[config.mk]
export PLATFORM = sky130hd
export DESIGN_NAME = uart_tx_arb
export DESIGN_NICKNAME = d
export VERILOG_FILES = /design/src/rtl/uart_pkg.sv /design/src/rtl/rr_arbiter.sv /design/src/rtl/uart_tx_arb.sv
export SDC_FILE = /design/constraint.sdc
export NUM_CORES = 1
export LEC_CHECK = 0
export ABC_AREA = 1
export CORE_ASPECT_RATIO = 1.4
export CORE_MARGIN = 1.5
export CORE_UTILIZATION = 46
export DETAILED_ROUTE_END_ITERATION = 10
export GPL_ROUTABILITY_DRIVEN = 0
export GPL_TIMING_DRIVEN = 0
export PLACE_DENSITY = 0.75
export SKIP_CTS_REPAIR_TIMING = 1
export SYNTH_ARGS = -nofsm -noshare
export SYNTH_HDL_FRONTEND = slang
export SYNTH_SLANG_ARGS = --single-unit
[constraint.sdc]
create_clock -name clk -period 2.1 [get_ports clk]
set_input_delay 0.21 -clock clk [delete_from_list [all_inputs] [get_ports clk]]
set_output_delay 0.21 -clock clk [all_outputs]
set_load 0.02 [all_outputs]
[src/rtl/uart_pkg.sv]
// Shared types and defaults for the UART transmit arbiter.
// State encoding plus a helper for pointer/index widths.
package uart_pkg;

  localparam int NUM_REQ_DEF = 4;
  localparam int DATA_W_DEF  = 8;

  typedef enum logic [1:0] {
    ST_IDLE   = 2'd0,
    ST_LAUNCH = 2'd1,
    ST_WAIT   = 2'd2,
    ST_ACK    = 2'd3
  } arb_state_e;

  function automatic int idx_w(input int n);
    return (n > 1) ? $clog2(n) : 1;
  endfunction

endpackage

[src/rtl/rr_arbiter.sv]
// Combinational round-robin pick: first set request after ptr,
// wrapping modulo NUM_REQ, as one-hot plus index.
module rr_arbiter
  import uart_pkg::*;
#(
  parameter int NUM_REQ = NUM_REQ_DEF,
  parameter int IW      = idx_w(NUM_REQ)
) (
  input  logic [NUM_REQ-1:0] req,
  input  logic [IW-1:0]      ptr,
  output logic [NUM_REQ-1:0] gnt,
  output logic [IW-1:0]      gnt_idx,
  output logic               any
);

  logic [IW-1:0] cand [NUM_REQ];

  // cand[0] is the highest-priority slot (ptr+1)
  always_comb begin
    for (int i = 0; i < NUM_REQ; i++) begin
      cand[i] = IW'((int'(ptr) + i + 1) % NUM_REQ);
    end
  end

  always_comb begin
    gnt     = '0;
    gnt_idx = '0;
    any     = 1'b0;
    for (int i = 0; i < NUM_REQ; i++) begin
      if (!any && req[cand[i]]) begin
        any          = 1'b1;
        gnt[cand[i]] = 1'b1;
        gnt_idx      = cand[i];
      end
    end
  end

endmodule

[src/rtl/uart_tx_arb.sv]
// Round-robin arbiter sharing one uart_tx among NUM_REQ requesters,
// with a per-transfer timeout on tx_done.
module uart_tx_arb
  import uart_pkg::*;
#(
  parameter int NUM_REQ = NUM_REQ_DEF,
  parameter int DATA_W  = DATA_W_DEF,
  parameter int TIMEOUT = 65535
) (
  input  logic                      clk,
  input  logic                      rst_n,
  input  logic [NUM_REQ-1:0]        req_i,
  input  logic [NUM_REQ*DATA_W-1:0] data_i,
  output logic [NUM_REQ-1:0]        ack_o,
  output logic                      err_o,
  output logic                      busy_o,
  output logic [NUM_REQ-1:0]        grant_o,
  output logic                      tx_en_o,
  output logic [DATA_W-1:0]         tx_data_o,
  input  logic                      tx_done_i
);

  localparam int IW = idx_w(NUM_REQ);
  localparam int CW = $clog2(TIMEOUT + 1);
  localparam logic [CW-1:0] TO_LAST = CW'(TIMEOUT - 1);

  arb_state_e state_q, state_d;

  logic [CW-1:0]      cnt_q, cnt_d, cnt_inc;
  logic [IW-1:0]      ptr_q, ptr_d;
  logic [IW-1:0]      win_q, win_d;
  logic [NUM_REQ-1:0] grant_d, ack_d;
  logic [DATA_W-1:0]  data_d;
  logic               err_d, busy_d, tx_en_d;

  logic [NUM_REQ-1:0] pick_gnt;
  logic [IW-1:0]      pick_idx;
  logic               pick_any;
  logic [DATA_W-1:0]  bytes [NUM_REQ];

  always_comb begin
    for (int k = 0; k < NUM_REQ; k++) begin
      bytes[k] = data_i[k*DATA_W +: DATA_W];
    end
  end

  rr_arbiter #(
    .NUM_REQ (NUM_REQ),
    .IW      (IW)
  ) u_rr (
    .req     (req_i),
    .ptr     (ptr_q),
    .gnt     (pick_gnt),
    .gnt_idx (pick_idx),
    .any     (pick_any)
  );

  assign cnt_inc = cnt_q + 1'b1;

  always_comb begin
    state_d = state_q;
    cnt_d   = cnt_q;
    ptr_d   = ptr_q;
    win_d   = win_q;
    grant_d = grant_o;
    data_d  = tx_data_o;
    ack_d   = '0;
    err_d   = 1'b0;
    tx_en_d = 1'b0;
    unique case (state_q)
      ST_IDLE: begin
        if (pick_any) begin
          state_d = ST_LAUNCH;
          grant_d = pick_gnt;
          win_d   = pick_idx;
          data_d  = bytes[pick_idx];
          tx_en_d = 1'b1;
        end
      end
      ST_LAUNCH: begin
        state_d = ST_WAIT;
        cnt_d   = '0;
      end
      ST_WAIT: begin
        // done in the same cycle as the timeout still counts as success
        if (tx_done_i) begin
          state_d = ST_ACK;
          ack_d   = grant_o;
        end else begin
          cnt_d = cnt_inc;
          if (cnt_inc >= TO_LAST) begin
            state_d = ST_ACK;
            ack_d   = grant_o;
            err_d   = 1'b1;
          end
        end
      end
      ST_ACK: begin
        state_d = ST_IDLE;
        grant_d = '0;
        ptr_d   = win_q;
      end
      default: state_d = ST_IDLE;
    endcase
    busy_d = (state_d != ST_IDLE);
  end

  always_ff @(posedge clk or negedge rst_n) begin
    if (!rst_n) begin
      state_q   <= ST_IDLE;
      cnt_q     <= '0;
      ptr_q     <= IW'(NUM_REQ - 1);
      win_q     <= '0;
      ack_o     <= '0;
      err_o     <= 1'b0;
      busy_o    <= 1'b0;
      grant_o   <= '0;
      tx_en_o   <= 1'b0;
      tx_data_o <= '0;
    end else begin
      state_q   <= state_d;
      cnt_q     <= cnt_d;
      ptr_q     <= ptr_d;
      win_q     <= win_d;
      ack_o     <= ack_d;
      err_o     <= err_d;
      busy_o    <= busy_d;
      grant_o   <= grant_d;
      tx_en_o   <= tx_en_d;
      tx_data_o <= data_d;
    end
  end

endmodule
==> impl_metrics.toml <==
[outcome]
status = "finished, violations left"
failed_checks = "negative setup slack"

[sta]
rsz0062_at_grt = "true"
period_minus_slack_ns = 2.37
hold_violations = 0
clock.fmax_ghz = 0.421
period_share_pct = 113
worst_slew_pin_slew_ns = 0.878
fin_ws_ns = -0.274
maxSlewViolCount = 0
fin_worst_skew_ns = 0.00685
relSlewSlack_pct = 41.5
setup_viol = 17

[placed_design]
postPlaceCellArea_um2 = 3530
dp_hpwl_um = 5110
place_ws_ns = -0.261
portBuffers = 57

[cells_and_area]
fin_util_pct = 68.0
final_cell_area_um2 = 4020
final_common_cell = "nand2_1"
nNetsFinal = 529
area_delta_synth_final_pct = 42.4
drive_above_1_share_pct = 22.2
final_cell_mix = "nand2_1 (111), clkdlybuf4s50_1 (56), nand3_1 (46)"
num_antenna_cells = 0

[power_and_ir_drop]
power_uw = 6260
power.density_nw_per_um2 = 1560
static-leakage-power_uw = 0.00184
ir_worst_vdd_mv = 1.15

[synth]
yosys_warnings = 0
ys_types = 31
synth.avg_cell_area_um2 = 7.38
ys_seq_area_share_pct = 36.5
synth_area_um2 = 2820
synth_ff_type = "dfrtp_1"
postSynth.asyncResetShare_pct = 100
ys_seq_elements = 41
synth_edf_count = 0
syn_nets = 435
netlist_instances = 382

[critical_path]
r2r_slack_ns = -0.27
end_kind = "flop"
r2r_start = "ptr_q[1]$_DFFE_PN1P_"
cp.required_ns = 2.29
critPathTopFamily = "simple AND/OR/NAND/NOR gates"
worst-setup-path-type = "reg2reg"
cp_num_buf_inv = 3
r2r_cells = 14
crit_arrival_ns = 2.56
cp_max_fo = 7
crit_start = "ptr_q[1]$_DFFE_PN1P_"
r2r-end = "tx_data_o[1]$_DFFE_PN0P_"
start_kind = "flop"
cp_slowest_cell = "dfstp_2"
path_cells = "clkinvlp_4, ha_4, nor2_4, nand2_2, o21ai_4, nand3_4, nand3_4, nand2_4, buf_6, buf_6, nand2_2, nand2_1, nand2_1, nand3_1"
slowest_delay_ns = 0.60

[min_path]
hold_class = "in2async"

[floorplanning]
rows = 33
core_um2 = 5900
initial_core_util_pct = 47.7
num_io_pins = 58
die_h_um = 95.6
die_area_um2 = 6610
die_w_um = 69.2

[routing]
via_per_inst = 5.20
routed_wl_um = 7390
drc = 0
dr.pass1.iters = 4
vias = 2843
ant_nets = 0
drtIter0Drc = 136
wl_per_cell_um = 13.5

[clock_tree]
cts_tree = "yes"
htreeDepth = 2
root_buffer = "clkbuf_8"
clock_path_buffers = 2
clock_sinks = 41
clk_pin_slew_ns = 0.08
numCtsBuffers = 5
clk_latency_ns = 0.30

[global_routing]
grt_pass1_vias = 2719
antenna_found_initial = 0
grt_use_total_pct = 21.0
grt_max_degree = 42
gr-total-overflow = 0
grt_pass1_wl_um = 11400

[run]
maxCapViolations = 0
[synth_stat cells, types with 5 or more instances]
master   count  share of area [%]
nand2_4      5                2.0
ha_1        14                6.2
o21ai_2      5                1.6
nand3_1     46                8.2
o21ai_0     15                2.7
nor2_1      29                3.9
nand2_1    118                 16
dfrtp_1     39                 35
o22ai_1     15                3.3
nand4_1      5                1.1
inv_1       42                5.6
a21oi_1      8                1.4
[through the flow]
step           instances  setup TNS [ns]  hold WS [ns]
2_1_floorplan        382               0       -0.0856
3_3_place_gp         509          -10.28         0.475
3_5_place_dp         509           -3.74         0.392
4_1_cts              517           -4.02        0.0608
5_1_grt              547           -4.70        0.0944
6_report             547           -3.35        0.0195
[worst register-to-register path: stages (launching register included)]
cell and delay [ns]:
dfstp_2 0.60, clkinvlp_4 0.21, ha_4 0.24, nor2_4 0.14, nand2_2 0.10, o21ai_4 0.14
nand3_4 0.15, nand3_4 0.13, nand2_4 0.09, buf_6 0.14, buf_6 0.13, nand2_2 0.05
nand2_1 0.04, nand2_1 0.06, nand3_1 0.06
[cell type report]
type,count,area [µm²]
Multi-Input combinational cell,285,1660
Timing Repair Buffer,87,828
Clock buffer,5,68.8
Clock inverter,3,65.1
Sequential cell,41,1030
Inverter,48,199
Fill cell,483,1890
Tap cell,70,87.6
Buffer,8,73.8
[kinds of logic (layout without fill, tap and decap cells)]
kind of cell / after synthesis / in the layout / synth area share [%]
xor gates and xnor gates: 1 / 1 / 0.311
DFF: 41 / 41 / 36.5
buffers and inverters: 56 / 151 / 8.61
adders and majority gates: 14 / 14 / 6.21
AOI/OAI and AO/OA: 48 / 48 / 10.8
and+or+nand+nor: 222 / 222 / 37.6
[how the worst max path moves through the flow]
stage,end,slack (ns),cells past startpoint
2_1_floorplan,tx_data_o[2]$_DFFE_PN0P_,0.006,15
3_3_place_gp,grant_o[0]$_DFFE_PN0P_,-0.25,11
3_5_place_dp,tx_data_o[2]$_DFFE_PN0P_,-0.26,14
4_1_cts,grant_o[2]$_DFFE_PN0P_,-0.28,11
5_1_grt,tx_data_o[1]$_DFFE_PN0P_,-0.37,15
6_report,tx_data_o[1]$_DFFE_PN0P_,-0.27,14
[state kept, by name, summed over array words and instances (netlist names)]
name and flops:
cnt_q 16, tx_data_o 8, ack_o 4, grant_o 4, ptr_q 2, state_q 2
win_q 2, busy_o 1, err_o 1, tx_en_o 1
[per-layer routing]
layer / wire [µm] / track usage, % / up-vias
li1: - / - / 1431
met2: 4060 / 40.1 / 80
met4: 211 / 8.01 / 0
met1: 2800 / 22.3 / 1314
met5: 0 / 0 / -
met3: 312 / 4.76 / 18
[report_power, final]
| group | internal (µW) | switching [µW] | total (µW) |
|---|---|---|---|
| clock | 472 | 289 | 762 |
| combinational | 1940 | 2390 | 4330 |
| sequential | 1010 | 155 | 1170 |
| total | 3430 | 2830 | 6260 |
Power figures use the tool's default switching activity.
